**config.mk**
```make
export PLATFORM = sky130hd
export DESIGN_NAME = encode_instr_emitter
export DESIGN_NICKNAME = d
export VERILOG_FILES = /design/src/rtl/encode_instr_emitter.sv
export SDC_FILE = /design/constraint.sdc
export NUM_CORES = 1
export LEC_CHECK = 0
export CAP_MARGIN = 40
export CORE_AREA = 2 2 197 247
export CTS_BUF_LIST = sky130_fd_sc_hd__clkbuf_4 sky130_fd_sc_hd__clkbuf_8
export DETAILED_ROUTE_END_ITERATION = 6
export DIE_AREA = 0 0 199 249
export PLACE_DENSITY = 0.58
export SLEW_MARGIN = 20
export SYNTH_ARGS = -nofsm -noshare
export SYNTH_HDL_FRONTEND = slang
export SYNTH_SLANG_ARGS = --single-unit
```
**constraint.sdc**
```tcl
create_clock -name clk -period 9.9 [get_ports clk]
set_clock_uncertainty 0.05 [all_clocks]
set_input_delay 2.97 -clock clk [delete_from_list [all_inputs] [get_ports clk]]
set_output_delay 2.97 -clock clk [all_outputs]
set_load 0.01 [all_outputs]
```
**src/rtl/encode_instr_emitter.sv**
```systemverilog
// rtl/encode_instr_emitter.sv - byte-serial x86 instruction encoder with unescaped image output
module encode_instr_emitter (
    input  logic        clk,
    input  logic        rst,
    input  logic        in_valid,
    output logic        in_ready,
    input  logic [2:0]  prefix_cnt,
    input  logic [31:0] prefixes,
    input  logic        is_2byte,
    input  logic [7:0]  opc_byte,
    input  logic        has_modrm,
    input  logic [7:0]  modrm,
    input  logic        has_sib,
    input  logic [7:0]  sib,
    input  logic [2:0]  disp_len,
    input  logic [31:0] disp,
    input  logic [2:0]  imm_len,
    input  logic [31:0] imm,
    output logic        out_valid,
    input  logic        out_ready,
    output logic [7:0]  out_byte,
    output logic        out_last,
    output logic [3:0]  instr_len,
    output logic [87:0] unescaped_instr,
    output logic        err
);
    typedef enum logic [3:0] {IDLE, PREFIX, ESCAPE, OPC, MODRM, SIB, DISP, IMM, ERR} state_t;

    typedef struct packed {
        logic [2:0]  pcnt;
        logic [31:0] pref;
        logic        esc;
        logic [7:0]  opc;
        logic        hm;
        logic [7:0]  modrm;
        logic        hs;
        logic [7:0]  sib;
        logic [2:0]  dlen;
        logic [31:0] disp;
        logic [2:0]  ilen;
        logic [31:0] imm;
    } rec_t;

    state_t      state, next_state;
    logic [2:0]  cnt, next_cnt;
    rec_t        in_rec, r_rec, s_rec;
    logic        accept, adv, legal, emit, nxt_last;
    logic [4:0]  len5;
    logic [7:0]  nxt_byte;
    logic [87:0] img;

    // Field state that follows s; IDLE means the instruction ends after s.
    function automatic state_t next_field(state_t s, rec_t r);
        state_t tail;
        tail = (r.dlen != 3'd0) ? DISP : ((r.ilen != 3'd0) ? IMM : IDLE);
        case (s)
            IDLE:    next_field = (r.pcnt != 3'd0) ? PREFIX : (r.esc ? ESCAPE : OPC);
            PREFIX:  next_field = r.esc ? ESCAPE : OPC;
            ESCAPE:  next_field = OPC;
            OPC:     next_field = r.hm ? MODRM : tail;
            MODRM:   next_field = r.hs ? SIB : tail;
            SIB:     next_field = tail;
            DISP:    next_field = (r.ilen != 3'd0) ? IMM : IDLE;
            default: next_field = IDLE;
        endcase
    endfunction

    function automatic logic [2:0] fld_len(state_t s, rec_t r);
        case (s)
            PREFIX:  fld_len = r.pcnt;
            DISP:    fld_len = r.dlen;
            IMM:     fld_len = r.ilen;
            default: fld_len = 3'd1;
        endcase
    endfunction

    function automatic logic [7:0] pick(logic [31:0] w, logic [2:0] idx);
        logic [31:0] sh;
        sh = w >> {idx[1:0], 3'b000};
        return sh[7:0];
    endfunction

    function automatic logic [7:0] byte_of(state_t s, logic [2:0] idx, rec_t r);
        case (s)
            PREFIX:  byte_of = pick(r.pref, idx);
            ESCAPE:  byte_of = 8'h0F;
            OPC:     byte_of = r.opc;
            MODRM:   byte_of = r.modrm;
            SIB:     byte_of = r.sib;
            DISP:    byte_of = pick(r.disp, idx);
            IMM:     byte_of = pick(r.imm, idx);
            default: byte_of = 8'h00;
        endcase
    endfunction

    function automatic logic ok_len(logic [2:0] l);
        return (l == 3'd0) || (l == 3'd1) || (l == 3'd2) || (l == 3'd4);
    endfunction

    assign in_rec = '{pcnt: prefix_cnt, pref: prefixes, esc: is_2byte, opc: opc_byte,
                      hm: has_modrm, modrm: modrm, hs: has_sib, sib: sib,
                      dlen: disp_len, disp: disp, ilen: imm_len, imm: imm};
    assign accept = in_valid & in_ready;
    assign adv    = out_valid & out_ready;
    // On the acceptance cycle the first byte comes straight from the inputs.
    assign s_rec  = accept ? in_rec : r_rec;

    assign len5  = 5'(in_rec.pcnt) + 5'(in_rec.esc) + 5'd1 + 5'(in_rec.hm) + 5'(in_rec.hs)
                 + 5'(in_rec.dlen) + 5'(in_rec.ilen);
    assign legal = (in_rec.pcnt <= 3'd4) && ok_len(in_rec.dlen) && ok_len(in_rec.ilen)
                 && !(in_rec.hs && !in_rec.hm) && (len5 <= 5'd15);

    always_comb begin : img_build
        int p;
        img = 88'(in_rec.opc);
        p   = 1;
        if (in_rec.hm) begin
            img = img | (88'(in_rec.modrm) << (8 * p));
            p   = p + 1;
        end
        if (in_rec.hs) begin
            img = img | (88'(in_rec.sib) << (8 * p));
            p   = p + 1;
        end
        for (int i = 0; i < 4; i++) begin
            if (i < int'(in_rec.dlen)) begin
                img = img | (88'(in_rec.disp[8*i +: 8]) << (8 * p));
                p   = p + 1;
            end
        end
        for (int i = 0; i < 4; i++) begin
            if (i < int'(in_rec.ilen)) begin
                img = img | (88'(in_rec.imm[8*i +: 8]) << (8 * p));
                p   = p + 1;
            end
        end
    end

    always_comb begin
        next_state = state;
        next_cnt   = cnt;
        case (state)
            IDLE: begin
                if (accept) begin
                    next_cnt   = 3'd0;
                    next_state = legal ? next_field(IDLE, in_rec) : ERR;
                end
            end
            ERR: next_state = IDLE;
            default: begin
                if (adv) begin
                    if ((cnt + 3'd1) < fld_len(state, s_rec)) begin
                        next_cnt = cnt + 3'd1;
                    end else begin
                        next_state = next_field(state, s_rec);
                        next_cnt   = 3'd0;
                    end
                end
            end
        endcase
        emit     = (next_state != IDLE) && (next_state != ERR);
        nxt_byte = byte_of(next_state, next_cnt, s_rec);
        nxt_last = (next_field(next_state, s_rec) == IDLE)
                 && ((next_cnt + 3'd1) == fld_len(next_state, s_rec));
    end

    always_ff @(posedge clk or posedge rst) begin
        if (rst) begin
            state <= IDLE;
            cnt   <= 3'd0;
        end else begin
            state <= next_state;
            cnt   <= next_cnt;
        end
    end

    always_ff @(posedge clk or posedge rst) begin
        if (rst) begin
            r_rec           <= '0;
            in_ready        <= 1'b1;
            out_valid       <= 1'b0;
            out_byte        <= 8'h00;
            out_last        <= 1'b0;
            err             <= 1'b0;
            instr_len       <= 4'd0;
            unescaped_instr <= 88'd0;
        end else begin
            in_ready  <= (next_state == IDLE);
            out_valid <= emit;
            out_byte  <= emit ? nxt_byte : 8'h00;
            out_last  <= emit & nxt_last;
            err       <= (next_state == ERR);
            if (accept) begin
                r_rec <= in_rec;
            end
            if (accept && legal) begin
                instr_len       <= len5[3:0];
                unescaped_instr <= img;
            end
        end
    end
endmodule

```
Word level (Yosys, flattened, before mapping)
Cells that the tools add are included.
- register bits: 243
- latch bits: 0
- RAM bits: 0
- ROM bits: 0
- memories: 0
- add/sub/neg operators: 16
- multipliers: 0
- div/mod/pow operators: 0
- magnitude comparators: 11
- eq/ne operators: 24
- shifts and indexed selects: 12
- muxes and demuxes: 45
- bitwise operators: 13
- reduce and logical (&&, ||, !) cells: 27
- operators with widths (operator ; number):
    two-way mux 88 bit ; 9
    bitwise OR 88 bit ; 9
    << shifter 8 x 32 -> 88 bit ; 9
    two-way mux 29 bit ; 8
    adder 29 x 2 -> 29 bit (second input constant) ; 7
    two-way mux 132 bit ; 1
    >> shifter 32 x 5 -> 8 bit ; 3
    one-hot mux 8 bit (7 select lines) ; 1
    == test 4 x 3 -> 1 bit (second input constant) ; 8
    two-way mux 4 bit ; 8
    one-hot mux 4 bit (7 select lines) ; 1
    one-hot mux 4 bit (6 select lines) ; 1
    two-way mux 3 bit ; 6
    one-hot mux 3 bit (3 select lines) ; 2
    == test 4 x 2 -> 1 bit (second input constant) ; 4
    two-way mux 16 bit ; 1
    bitwise OR 8 x 16 -> 16 bit ; 1
    logical NOT 4 bit ; 3
    less-than comparator 1 x 3 -> 1 bit (first input constant) ; 4
    less-than comparator 2 x 3 -> 1 bit (first input constant) ; 4
    nonzero test 3 bit ; 4
    adder 5 x 1 -> 5 bit ; 2
    adder 5 x 3 -> 5 bit ; 2
    == test 4 x 1 -> 1 bit (second input constant) ; 2
    25 further kinds ; 48

Longest topological paths before layout
- depth after elaboration: 20
- mapped depth: 32

Worst setup path before layout
No wires, ideal clock.
- path kind: input to register
- start point: input disp_len[2]
- end point: register unescaped_instr[11]
- setup time: 77 ps
- data arrival time: 9062 ps
- required time: 9773 ps
- slack: 712 ps
- stages: 29
- cell sequence: buf_6 buf_6 buf_4 nor3_2 fa_1 clkbuf_1 nor3_1 nor2_1 ha_1 nand2b_1 o21ai_1 inv_1 ha_1 and2_1 a21oi_2 inv_1 ha_1 nor2_1 nor2_1 ha_1 o21ai_0 nor2_1 ha_1 o21ai_0 and3_1 clkbuf_1 clkbuf_1 o2111ai_1 o21ai_1
- longest elaborated chain between the ends: 17
- ends and longest elaborated chain (item ; line ; text):
    from (decl) ; 15 ; input logic [2:0] disp_len,
    less-than comparator 1 x 3 -> 1 bit ; 126 ; if (i < int'(in_rec.dlen)) begin
    two-way mux 29 bit ; 126 ;
    adder 29 x 2 -> 29 bit / << shifter 8 x 32 -> 88 bit (equally long branches) ; 128, 127 ;
    two-way mux 29 bit / bitwise OR 88 bit (equally long branches) ; 126, 127 ;
    adder 29 x 2 -> 29 bit, or another cell as far along ; 128 ; p = p + 1;
    two-way mux 29 bit / bitwise OR 88 bit (equally long branches) ; 126, 127 ;
    adder 29 x 2 -> 29 bit, or another cell as far along ; 128 ;
    two-way mux 29 bit / bitwise OR 88 bit (equally long branches) ; 126, 127 ;
    adder 29 x 2 -> 29 bit, or another cell as far along ; 134 ; p = p + 1;
    two-way mux 29 bit / bitwise OR 88 bit (equally long branches) ; 132, 133 ;
    adder 29 x 2 -> 29 bit, or another cell as far along ; 134 ;
    two-way mux 29 bit / bitwise OR 88 bit (equally long branches) ; 132, 133 ;
    adder 29 x 2 -> 29 bit, or another cell as far along ; 134 ;
    two-way mux 29 bit / bitwise OR 88 bit (equally long branches) ; 132, 133 ;
    << shifter 8 x 32 -> 88 bit / two-way mux 88 bit (equally long branches) ; 133, 132 ;
    bitwise OR 88 bit ; 133 ; img = img | (88'(in_rec.imm[8*i +: 8]) << (8 * p));
    two-way mux 88 bit ; 132 ; if (i < int'(in_rec.ilen)) begin
    to (signal assigned) ; 198 ; unescaped_instr <= img;
    to (decl) ; 24 ; output logic [87:0] unescaped_instr,
Parallel ways exist; a longest one is shown, timed or not.
A chain may end at the register's enable or synchronous reset.

Final worst setup path
- start point: input disp_len[1]
- end point: register unescaped_instr[32]
Same word-level chain as after synthesis.

==> metrics.txt <==
Reg clk slew, reported paths 70 ps; Final GP Congestion 0.962; htree depth 2; asr flop ratio synth 1.00; Worst slew margin 0.347; fin crit share 0.891; Tmin final 8820 ps; commonest cells after routing, fill and taps aside 242 x dfrtp_1, 239 x clkdlybuf4s50_1, 150 x nor2_1; vias 16.0k; Die Area 0.0496 mm²; count of cell types in the netlist 99; final-layout fill cell count 4604; gr ovfl total 0; Peak supply drop 0.000112 V; drt drc 0; initial antenna violation count 2; Startpoint Class input port; worst slew pin tran 954 ps; post-placement cell count 2507; 1st-iter DRT viols 1719; Syn Nets 1888; wire per inst 27.2 µm; Core Region 0.0471 mm²; total CTS buffers 43; Max Cap Viol 0; crit path capture type flop; # resized after CTS 0; IO buf count 239; commonest non-fill, non-tap cell in the layout dfrtp_1; TNS Setup 0 ps; endpoints failing hold 0; # IOs 240; Synth Area in Adders 0.0218; hpwl dp 52.8 mm; Post-synth EDFFs 0; Die H 249 µm; sequential element share of the synthesized area 0.371; Worst Path Class, Setup input port to flop; CTS Sinks 243; Post-Synth Simple-Gate Area 0.168; ys flop type dfrtp_1; first-pass GRT wire length 104 mm; layout cells sized above 1 0.182; RSZ-0062 raised after global routing false; DR vias/cell 6.17; Ys Warns 0; xor/xnor share of the synthesized area 0.0118; DRT Pass-1 Iters 6; setup bufs post-CTS 0; mux contribution to synthesized area 0.119; Crit path arrival time 9320 ps; TritonCTS clock tree done; Nets 2079; P per Cell Area 275 mW/mm²; Mapped Area 0.0164 mm²; clock tree buffer depth 3; status complete, no violations; Max Fanout on Critical Path 8; Site Rows 89; Syn Area/Cell 9.49 µm²; HP Class flop to flop; largest net degree at the start of global routing 85; Syn Inst Count 1727; Max Clock Freq 0.113 GHz; post-route ant nets 0; Root Buffer Master clkbuf_8; Post-Route WL 70.4 mm; Synth Area in Compound Gates 0.257; All-Layer GR Usage 0.281; Die Width 199 µm; vias in the first global route 15.8k; cts hold-fix bufs 0; initial core utilization 0.348; Leakage 0.00781 µW; Worst-Skew Late Latency 640 ps; Area growth syn-to-layout 24.7%; largest family of logic cells by synthesized area compound AO/OA/AOI/OAI gates; setup violators final 0; final max-slew violation count 0; Seq cells post-synth 243; Worst Path Required 10400 ps; final non-filler cell total 2587
## cells in the mapped netlist (20+ instances only)
master    count  area, µm²
o221ai_1     36        315
nand2_1     127        477
a221oi_1     60        526
mux2i_1      25        250
nand3b_1     35        263
nand3_1      49        245
buf_2        26        130
and2_1       21        131
dfrtp_1     242       6060
buf_1        30        113
mux2_2      143       1610
a31oi_1      84        526
o32ai_1      20        175
nor3_1       28        140
o21ai_0      58        290
o21ai_1      20        100
nor2_1      151        567
a21oi_1      59        295
inv_1        30        113
a221o_1      63        631
clkbuf_1     85        319
## per-stage QoR
stage	hold slack [ps]	cell area, µm²	setup WS [ps]	util	power, µW
floorplan	400	16400	208	-	3460
global placement	413	19300	576	0.409	4500
detailed placement	421	19400	500	0.413	4570
CTS	435	20400	1130	0.433	5630
global route	451	20400	585	0.434	5950
finish	434	20400	1080	0.434	5620
## critical path, cell delays in order
cell,delay [ps]
clkdlybuf4s50_1,430
nor3_2,490
fa_1,560
o21a_1,160
nor2_1,120
ha_1,260
nand2b_1,160
o21ai_1,100
inv_1,70
ha_1,280
and2_1,180
a21oi_2,120
inv_1,110
ha_1,330
nor2_1,60
nor2_1,240
ha_1,280
o21ai_0,290
nor2_1,170
ha_1,310
o21ai_0,540
nand3_1,240
nor4_4,510
nand2_1,100
a31oi_1,210
## sequential cells by signal, summed over array words and instances (netlist names)
| name | cells |
|---|---|
| r_rec | 132 |
| unescaped_instr | 88 |
| out_byte | 8 |
| instr_len | 4 |
| state | 4 |
| cnt | 3 |
| err | 1 |
| in_ready | 1 |
| out_last | 1 |
| out_valid | 1 |
## worst paths after layout
kind / from / endpoint / slack, ps / cells past startpoint
worst min register to register: instr_len[0] / instr_len[0] / 430 / 2
max in group asynchronous: rst / r_rec[18] / 5670 / 5
worst max register to register: in_ready / out_byte[3] / 4320 / 15
worst max-delay path: disp_len[1] / unescaped_instr[32] / 1080 / 25
min in group asynchronous: rst / instr_len[2] / 2660 / 2
worst min-delay path: instr_len[0] / instr_len[0] / 430 / 2
## layout make-up
type                            instances  area, µm²  share of cell area
Antenna cell                            1       2.50            0.000122
Clock buffer                           69        856              0.0419
Clock inverter                          7       86.3             0.00423
Inverter                               32        128             0.00625
Multi-Input combinational cell       1294       9530               0.466
Sequential cell                       243       6080               0.298
Tap cell                              637        797              0.0390
Timing Repair Buffer                  304       2960               0.145
## power by group
| part | switching (µW) | internal, µW | leakage [µW] | total [µW] |
|---|---|---|---|---|
| clock network | 469 | 579 | 0.000499 | 1050 |
| logic | 1560 | 1290 | 0.00440 | 2840 |
| registers | 246 | 1480 | 0.00291 | 1730 |
## logic make-up (layout without fill, tap and decap cells)
group / count (synthesis) / count (layout)
buffers and inverters: 190 / 412
muxes: 173 / 173
adders and majority gates: 25 / 25
xor gates and xnor gates: 18 / 18
and+or+nand+nor: 528 / 528
AOI/OAI and AO/OA: 550 / 550
other: 0 / 1
DFF: 243 / 243
## layer usage
metal,wire (µm),vias up,share of wire,track usage
met5,13,-,0.00018,0
met1,29300,7920,0.42,0.372
met4,2560,2,0.036,0.102
li1,-,7045,-,-
met3,5270,142,0.075,0.0483
met2,33200,842,0.47,0.459
Power figures use the tool's default switching activity.
